File: src/rtl/aes_round_key_arbiter.sv
// Round-key arbiter: shares one round-key store between the AES
// encryption and decryption cores with round-robin tie breaking.
module aes_round_key_arbiter #(
    parameter int NO_ROWS   = 4,
    parameter int NO_COLS   = 4,
    parameter int NO_ROUNDS = 10
) (
    input  logic                                 aes_clk,
    input  logic                                 resetn,
    input  logic                                 enc_key_req_i,
    input  logic [3:0]                           enc_key_sel_i,
    output logic                                 enc_key_vld_o,
    output logic [NO_ROWS-1:0][NO_COLS-1:0][7:0] enc_cipher_key_o,
    input  logic                                 dec_key_req_i,
    input  logic [3:0]                           dec_key_sel_i,
    output logic                                 dec_key_vld_o,
    output logic [NO_ROWS-1:0][NO_COLS-1:0][7:0] dec_cipher_key_o,
    output logic                                 ks_req_o,
    output logic [3:0]                           ks_sel_o,
    input  logic                                 ks_vld_i,
    input  logic [NO_ROWS-1:0][NO_COLS-1:0][7:0] ks_key_i,
    output logic [1:0]                           grant_o,
    output logic                                 busy_o,
    output logic                                 sel_err_o
);

    localparam logic [3:0] MAX_SEL = 4'(NO_ROUNDS);

    typedef enum logic [1:0] {
        IDLE,
        FETCH,
        RESP
    } state_t;

    state_t     state;
    logic       owner_dec;
    logic       last_dec;
    logic       abort_q;

    logic       pick_enc;
    logic       pick_dec;
    logic [3:0] pick_sel;
    logic       own_req;
    logic [3:0] own_sel;
    logic       own_hold;

    // On a tie the requester that was not served last wins.
    always_comb begin
        pick_enc = enc_key_req_i & (~dec_key_req_i | last_dec);
        pick_dec = dec_key_req_i & (~enc_key_req_i | ~last_dec);
        pick_sel = pick_enc ? enc_key_sel_i : dec_key_sel_i;
        own_req  = owner_dec ? dec_key_req_i : enc_key_req_i;
        own_sel  = owner_dec ? dec_key_sel_i : enc_key_sel_i;
        own_hold = own_req & (own_sel == ks_sel_o);
    end

    assign busy_o = (state != IDLE);

    always_ff @(posedge aes_clk or negedge resetn) begin
        if (!resetn) begin
            state            <= IDLE;
            owner_dec        <= 1'b0;
            last_dec         <= 1'b1;
            abort_q          <= 1'b0;
            ks_req_o         <= 1'b0;
            ks_sel_o         <= 4'd0;
            grant_o          <= 2'b00;
            sel_err_o        <= 1'b0;
            enc_key_vld_o    <= 1'b0;
            dec_key_vld_o    <= 1'b0;
            enc_cipher_key_o <= '0;
            dec_cipher_key_o <= '0;
        end else begin
            sel_err_o <= 1'b0;
            unique case (state)
                IDLE: begin
                    if (pick_enc | pick_dec) begin
                        last_dec <= pick_dec;
                        if (pick_sel > MAX_SEL) begin
                            sel_err_o <= 1'b1;
                        end else begin
                            owner_dec <= pick_dec;
                            ks_req_o  <= 1'b1;
                            ks_sel_o  <= pick_sel;
                            grant_o   <= {pick_dec, pick_enc};
                            abort_q   <= 1'b0;
                            state     <= FETCH;
                        end
                    end
                end
                FETCH: begin
                    // A request withdrawn mid-fetch still gets its key, but no vld.
                    if (!own_hold)
                        abort_q <= 1'b1;
                    if (ks_vld_i) begin
                        ks_req_o <= 1'b0;
                        if (owner_dec)
                            dec_cipher_key_o <= ks_key_i;
                        else
                            enc_cipher_key_o <= ks_key_i;
                        if (own_hold && !abort_q) begin
                            state         <= RESP;
                            enc_key_vld_o <= ~owner_dec;
                            dec_key_vld_o <= owner_dec;
                        end else begin
                            state   <= IDLE;
                            grant_o <= 2'b00;
                        end
                    end
                end
                RESP: begin
                    if (!own_hold) begin
                        state         <= IDLE;
                        grant_o       <= 2'b00;
                        enc_key_vld_o <= 1'b0;
                        dec_key_vld_o <= 1'b0;
                    end
                end
                default: state <= IDLE;
            endcase
        end
    end

endmodule

File: config.mk
export PLATFORM = sky130hd
export DESIGN_NAME = aes_round_key_arbiter
export DESIGN_NICKNAME = d
export VERILOG_FILES = /design/src/rtl/aes_round_key_arbiter.sv
export SDC_FILE = /design/constraint.sdc
export NUM_CORES = 1
export LEC_CHECK = 0
export ABC_AREA = 1
export CORE_AREA = 2 2 159 161
export CTS_BUF_LIST = sky130_fd_sc_hd__clkbuf_4
export DETAILED_ROUTE_END_ITERATION = 16
export DIE_AREA = 0 0 161 163
export DONT_BUFFER_PORTS = 1
export GPL_TIMING_DRIVEN = 0
export PLACE_DENSITY_LB_ADDON = 0.08
export SLEW_MARGIN = 20
export SYNTH_ARGS = -nofsm -noshare
export SYNTH_HDL_FRONTEND = slang
export SYNTH_SLANG_ARGS = --single-unit
File: constraint.sdc
create_clock -name aes_clk -period 2 [get_ports aes_clk]
set_clock_uncertainty 0.15 [all_clocks]
set_input_delay 0.2 -clock aes_clk [delete_from_list [all_inputs] [get_ports aes_clk]]
set_output_delay 0.2 -clock aes_clk [all_outputs]
set_load 0.02 [all_outputs]
==> results of run 1 <==
## logic make-up (layout without fill, tap and decap cells)
logic type,count (synthesis),count (layout),share of synthesized area (%)
AND/OR/NAND/NOR,344,344,13.96
flip-flops,271,271,64.64
buffers and inverters,205,466,7.738
adder cells (fa/ha/maj),4,4,0.4769
AO/OA/AOI/OAI,272,272,13.19
other,0,1,0
## report_power, final
part / switching [mW] / leakage [nW] / total (mW) / internal (mW)
Sequential: 5.33 / 3.40 / 13.3 / 7.96
Clock: 2.26 / 0.552 / 5.14 / 2.89
Combinational: 2.68 / 2.89 / 4.42 / 1.75
Total: 10.3 / 6.84 / 22.9 / 12.6
## routing by layer
metal	vias to the layer above	global-route usage [%]
li1	3902	-
met1	3976	28.89
met2	377	39.31
met3	62	10.70
met4	0	9.659
met5	-	0
## per-stage QoR
step	hold slack (ns)	std cells	power (mW)
after global routing	-0.9703	1688	24.33
after floorplan	-0.2456	1096	15.52
after CTS	-0.9742	1686	23.02
after global placement	-0.2385	1426	17.38
final	-0.9038	1688	22.85
after detailed placement	-0.2382	1426	17.51
## timing repair
item	in CTS	in global routing
resized for setup	25	42
hold buffers	140	1
buffers inserted	0	0
setup endpoints to repair	229	202
endpoints found under the hold margin	542	277
## final cells by class
cell class	count	area (um^2)	area share, %
multi-input combinational	620	2919	21.87
tap	330	412.9	3.094
clock buffer	104	780.7	5.850
clock inverter	16	168.9	1.266
timing repair buffer	141	1411	10.57
antenna	1	2.502	0.01875
sequential	271	6783	50.82
inverter	147	559.3	4.190
buffer	58	309.0	2.316
## state kept, by name (all words and copies together) (netlist names)
| signal | flops |
|---|---|
| dec_key_vld_o | 1 |
| enc_cipher_key_o | 128 |
| owner_dec | 1 |
| ks_sel_o | 4 |
| last_dec | 1 |
| ks_req_o | 1 |
| state | 2 |
| abort_q | 1 |
| sel_err_o | 1 |
| grant_o | 2 |
| enc_key_vld_o | 1 |
| dec_cipher_key_o | 128 |
## synthesized netlist by cell type, drive strengths merged
library cell	instances
buf	22
o21ai	270
nand3	16
nand2	313
or2	3
ha	4
inv	147
clkbuf	36
dfstp	1
nor2	10
a21oi	2
dfrtp	270
nand4	2
## worst paths after layout
path,startpoint,endpoint,depth (start not counted)
worst max-delay path,state[1]$_DFFE_PN0P_,dec_cipher_key_o[117]$_DFFE_PN0P_,6
worst min-delay path,resetn,dec_cipher_key_o[52]$_DFFE_PN0P_,0
worst max register to register,state[1]$_DFFE_PN0P_,dec_cipher_key_o[117]$_DFFE_PN0P_,6
worst min register to register,last_dec$_DFFE_PN1P_,last_dec$_DFFE_PN1P_,2
max in group asynchronous,resetn,enc_cipher_key_o[64]$_DFFE_PN0P_,0
min in group aes_clk,ks_key_i[93],enc_cipher_key_o[93]$_DFFE_PN0P_,3
==> impl_metrics.ini, run 1 <==
[synth]
avgSynthCellArea_um2 = 9.575
yosys_warnings = 0
ys_seq_area_share_pct = 64.64
synthesis.nets = 1241
netlist_area_um2 = 10490
yosysUniqueCellTypes = 26
synth_top_cell_by_area = dfrtp_1
synth_top_area_share_pct = 64.39
syn_inst = 1096
synthTopCellsByArea = dfrtp_1, o21ai_0, nand2_1
ys_ff_latch = 271

[die]
row_count = 58
coreArea_um2 = 24670
die_h_um = 163
fp.dieW_um = 161
io_pins = 408
initial_utilization_pct = 42.53
die_area_um2 = 26240

[sta]
setup_ws_ns = 0.1147
fin_tns_setup_ns = 0
whs_ns = -0.9038
finalCriticalPeriod_ns = 1.885
setup_viol = 0
fmax_mhz = 530.4
tightest_slew_ns = 0.9402
finalHoldViolCount = 271
period_share_pct = 94.26
final_max_slew_viol_count = 0
timing.slew.headroom_pct = 37.32

[cells_and_area]
drive_above_1_share_pct = 15.48
fin_area_um2 = 13350
area_growth_pct = 27.19
nFillCells = 2283
postLayoutCoreUtil_pct = 54.09
layout_common_cells = nand2_1, dfrtp_1, o21ai_0, inv_1, dlygate4sd3_1
nets = 1456
final_common_cell = nand2_1

[critical_path]
crit_required_ns = 2.40
cp_slowest_cell = dfrtp_1
path_max_fanout = 10
cp_slowest_stage_delay_ns = 0.40
path_cells = inv_1 -> ha_2 -> nand3_1 -> buf_4 -> clkbuf_2 -> o21ai_0
arrival_ns = 2.28
cp_top_family = buffers and inverters
worst-path-buf-inv = 3
reg2reg_slack_ns = 0.11
end_kind = flip-flop
crit_type = flip-flop to flip-flop
startpoint_type = flip-flop

[clock_network]
htreeDepth = 3
cts_tree = built
root_buffer = clkbuf_4
cts_max_path_buffers = 3
worstSkewPairLatency_ns = 0.65
cts_made_buffers = 72
cts.sinks = 271
clk_pin_slew_ns = 0.06

[grt]
grt_pass1_vias = 8576
grt_pass1_wl_um = 49290
grt_usage_pct = 24.41
antenna_found_initial = 1
overflow = 0
grt_max_degree = 272

[power]
ir_drop_v = 0.0007903
power_density_nw_per_um2 = 1712
p_leak_nw = 6.838

[status]
status = complete, but fails checks
failed_checks = negative hold slack

[route]
detail-route-antenna-nets = 0
viasPerCell = 4.927
top_layer = met4
wl_um = 32610
dr.first_iter.drc_count = 584
wire_per_inst_um = 19.32
met2_wirelength_um = 15590
num_vias = 8317
post-route-drc-count = 0
wl_met1_um = 12670
dr.pass1.iters = 5
route.met3.wl_um = 3392

[min_path]
hold_class = input pin to async pin

[place]
dp_hpwl_um = 22100
dpl_cell_area_um2 = 10910
place.gp.congestion = 0.8106
pre_cts_slack_ns = -0.1831
port_buffers = 0

[flow_run]
drv_cap = 0
Power figures use the tool's default switching activity.
==> inputs of run 2 (changes only) <==
--- a/config.mk
+++ b/config.mk
@@ -5,11 +5,10 @@
 export SDC_FILE = /design/constraint.sdc
 export NUM_CORES = 1
 export LEC_CHECK = 0
-export ABC_AREA = 1
-export CORE_AREA = 2 2 159 161
+export CORE_AREA = 2 2 158 160
 export CTS_BUF_LIST = sky130_fd_sc_hd__clkbuf_4
 export DETAILED_ROUTE_END_ITERATION = 16
-export DIE_AREA = 0 0 161 163
+export DIE_AREA = 0 0 160 162
 export DONT_BUFFER_PORTS = 1
 export GPL_TIMING_DRIVEN = 0
 export PLACE_DENSITY_LB_ADDON = 0.08
==> run 2 against run 1 <==
  * The flow still finishes with violations (negative hold slack)
  * Via count shrank 23%
  * Clock power shrank 8.9%
  * Fmax shrank 3.6%
  * Final cell count shrank 26%
  * Combinational power grew 20%
  * Total power grew 5.0%
  * Highest routed layer unchanged
  * Synthesized area shrank 0.30%
  * Setup slack lost 0.070 ns
  * Global-route usage shrank 3.5 points
  * Core utilization grew 1.8 points
  * Non-clock buffer count shrank 12
  * Sequential cell count is the same
==> impl_metrics.ini, run 2 <==
[route]
dr.pass1.iters = 4
dr.first_iter.drc_count = 286
post-route-drc-count = 0
wire_per_inst_um = 21.91
detail-route-antenna-nets = 0
num_vias = 6398
viasPerCell = 5.151
wl_um = 27210

[sta]
finalCriticalPeriod_ns = 1.955
setup_ws_ns = 0.04467
rsz0062_at_grt = true
setup_viol = 0
final_max_slew_viol_count = 0
fmax_mhz = 511.4
tightest_slew_ns = 0.4516
whs_ns = -0.9000
period_share_pct = 97.77
finalHoldViolCount = 271
timing.slew.headroom_pct = 69.89

[critical_path]
path_max_fanout = 7
cp_slowest_cell = dfrtp_1
cp_slowest_stage_delay_ns = 0.40
startpoint_type = flip-flop
end_kind = flip-flop
path_cells = buf_6 -> mux2i_4 -> xor2_1 -> and4_4 -> a211o_1 -> mux2_4
crit_type = flip-flop to flip-flop
arrival_ns = 2.33
crit_required_ns = 2.37

[power]
power_mw = 24.00
ir_drop_v = 0.0008154
power_density_nw_per_um2 = 1781
p_leak_nw = 5.966

[clock_network]
cts_made_buffers = 73
cts_hold_buf = 143
cts_max_path_buffers = 3
clk_pin_slew_ns = 0.06
cts.sinks = 271
htreeDepth = 3
root_buffer = clkbuf_4
cts_tree = built
worstSkewPairLatency_ns = 0.63

[place]
place.gp.congestion = 0.7914
dp_hpwl_um = 18730
pre_cts_slack_ns = -0.6032
dp.cells = 965
port_buffers = 0

[cells_and_area]
area_growth_pct = 28.81
final_common_cell = dfrtp_1
reg_top3 = dec_cipher_key_o x128, enc_cipher_key_o x128, ks_sel_o x4
multi_input_area_um2 = 3583
nFillCells = 2034
layout_common_cells = dfrtp_1, mux2_2, dlygate4sd3_1, clkbuf_4, buf_4
drive_above_1_share_pct = 47.76
nets = 1017
fin_cells = 1242
seqCellArea_um2 = 6785

[synth]
yosys_warnings = 0
synth_top_area_share_pct = 64.58
ys_ff_latch = 271
avgSynthCellArea_um2 = 16.32
netlist_area_um2 = 10460
synth_common_cells = dfrtp_1, mux2_2, buf_2, nor2_1
yosysUniqueCellTypes = 44
async_reset_ff_share_pct = 100.0
ys_seq_area_share_pct = 64.83
synthesis.nets = 786
yosysMostFrequentCell = dfrtp_1
ys.flop_type = dfrtp_1
synth_enable_flop_cells = 0
synth_top_cell_by_area = dfrtp_1
syn_inst = 641
synthTopCellsByArea = dfrtp_1, mux2_2, buf_2

[die]
initial_utilization_pct = 43.40
die_h_um = 162
io_pins = 408
fp.dieW_um = 160
die_area_um2 = 25920
row_count = 57
coreArea_um2 = 24110

[grt]
antenna_found_initial = 1
grt_usage_pct = 20.86
grt_max_degree = 272
overflow = 0
grt_pass1_wl_um = 41880
grt_pass1_vias = 7408

[status]
failed_checks = negative hold slack
status = complete, but fails checks

[min_path]
hold_class = input pin to async pin

[flow_run]
drv_cap = 0
## run 2: cell types whose count changed in the layout (fill, tap and decap cells not counted), moves of 28 or more
cell      change
inv_1       -138
clkbuf_2     -28
nand2_1     -286
mux2_2      +262
o21ai_0     -256
buf_4        +31
## run 2: critical path: cells and delay by family, from the launching register on
family | cells | cell delay [ns]
muxes | 2 | 0.48
DFF | 1 | 0.40
AOI/OAI and AO/OA | 1 | 0.34
and+or+nand+nor | 1 | 0.21
buffers and inverters | 1 | 0.15
xor gates and xnor gates | 1 | 0.15
## run 2: report_power, final
part           leakage (nW)  total (mW)  switching, mW  internal (mW)
Clock                 0.521        4.68           2.16           2.52
Combinational          2.22        5.29           1.87           3.42
Sequential             3.23        14.0           5.77           8.26
Total                  5.97        24.0           9.80           14.2
## run 2: metal layers
layer	part of all wire (%)	global-route usage (%)	wire, um	vias up
met3	12	10.55	3231	47
met2	52	36.76	14040	330
met1	34	21.22	9250	3242
met4	2.5	7.985	681	0
li1	-	-	-	2779
met5	0	0	0	-
## run 2: cells by family (layout without fill, tap and decap cells)
kind of cell	count (synthesis)	in the layout	synth area share (%)
flops	271	271	64.83
mux	267	267	28.77
buf+inv	38	314	1.830
compound gates	30	30	2.356
simple gates	26	26	1.315
xor+xnor	5	5	0.4185
fa+ha+maj	4	4	0.4784
other cells	0	1	0
## run 2: cell type report
class	count	area share, %
clock buffer	98	5.459
buffer	30	1.903
tap	324	3.008
timing repair buffer	157	11.40
sequential	271	50.35
inverter	7	0.2135
multi-input combinational	332	26.59
clock inverter	22	1.058
antenna	1	0.01857
## run 2: per-stage QoR
step                      util (%)  setup TNS, ns  cell area [um^2]
after floorplan                  -              0             10480
after CTS                    55.36              0             13340
final                        55.91              0             13480
after global placement       45.14         -99.48             10880
after global routing         55.91       -0.01366             13480
after detailed placement     45.14        -116.67             10880
## run 2: worst paths after layout
kind / start / to / slack (ns) / depth (start not counted)
worst max-delay path: owner_dec$_DFFE_PN0P_ / grant_o[1]$_DFFE_PN0P_ / 0.04 / 6
worst min-delay path: resetn / dec_cipher_key_o[114]$_DFFE_PN0P_ / -0.90 / 0
worst max register to register: owner_dec$_DFFE_PN0P_ / grant_o[1]$_DFFE_PN0P_ / 0.04 / 6
worst min register to register: abort_q$_DFFE_PN0P_ / abort_q$_DFFE_PN0P_ / 0.44 / 2
max in group asynchronous: resetn / enc_cipher_key_o[68]$_DFFE_PN0P_ / 2.14 / 0
min in group aes_clk: enc_key_sel_i[1] / state[1]$_DFFE_PN0P_ / 0.09 / 6
## run 2: timing repair
action,in CTS,in global routing
endpoints found under the setup margin,247,39
buffers inserted,6,8
gates resized for setup,42,13
pin swaps,7,7
endpoints found under the hold margin,542,271
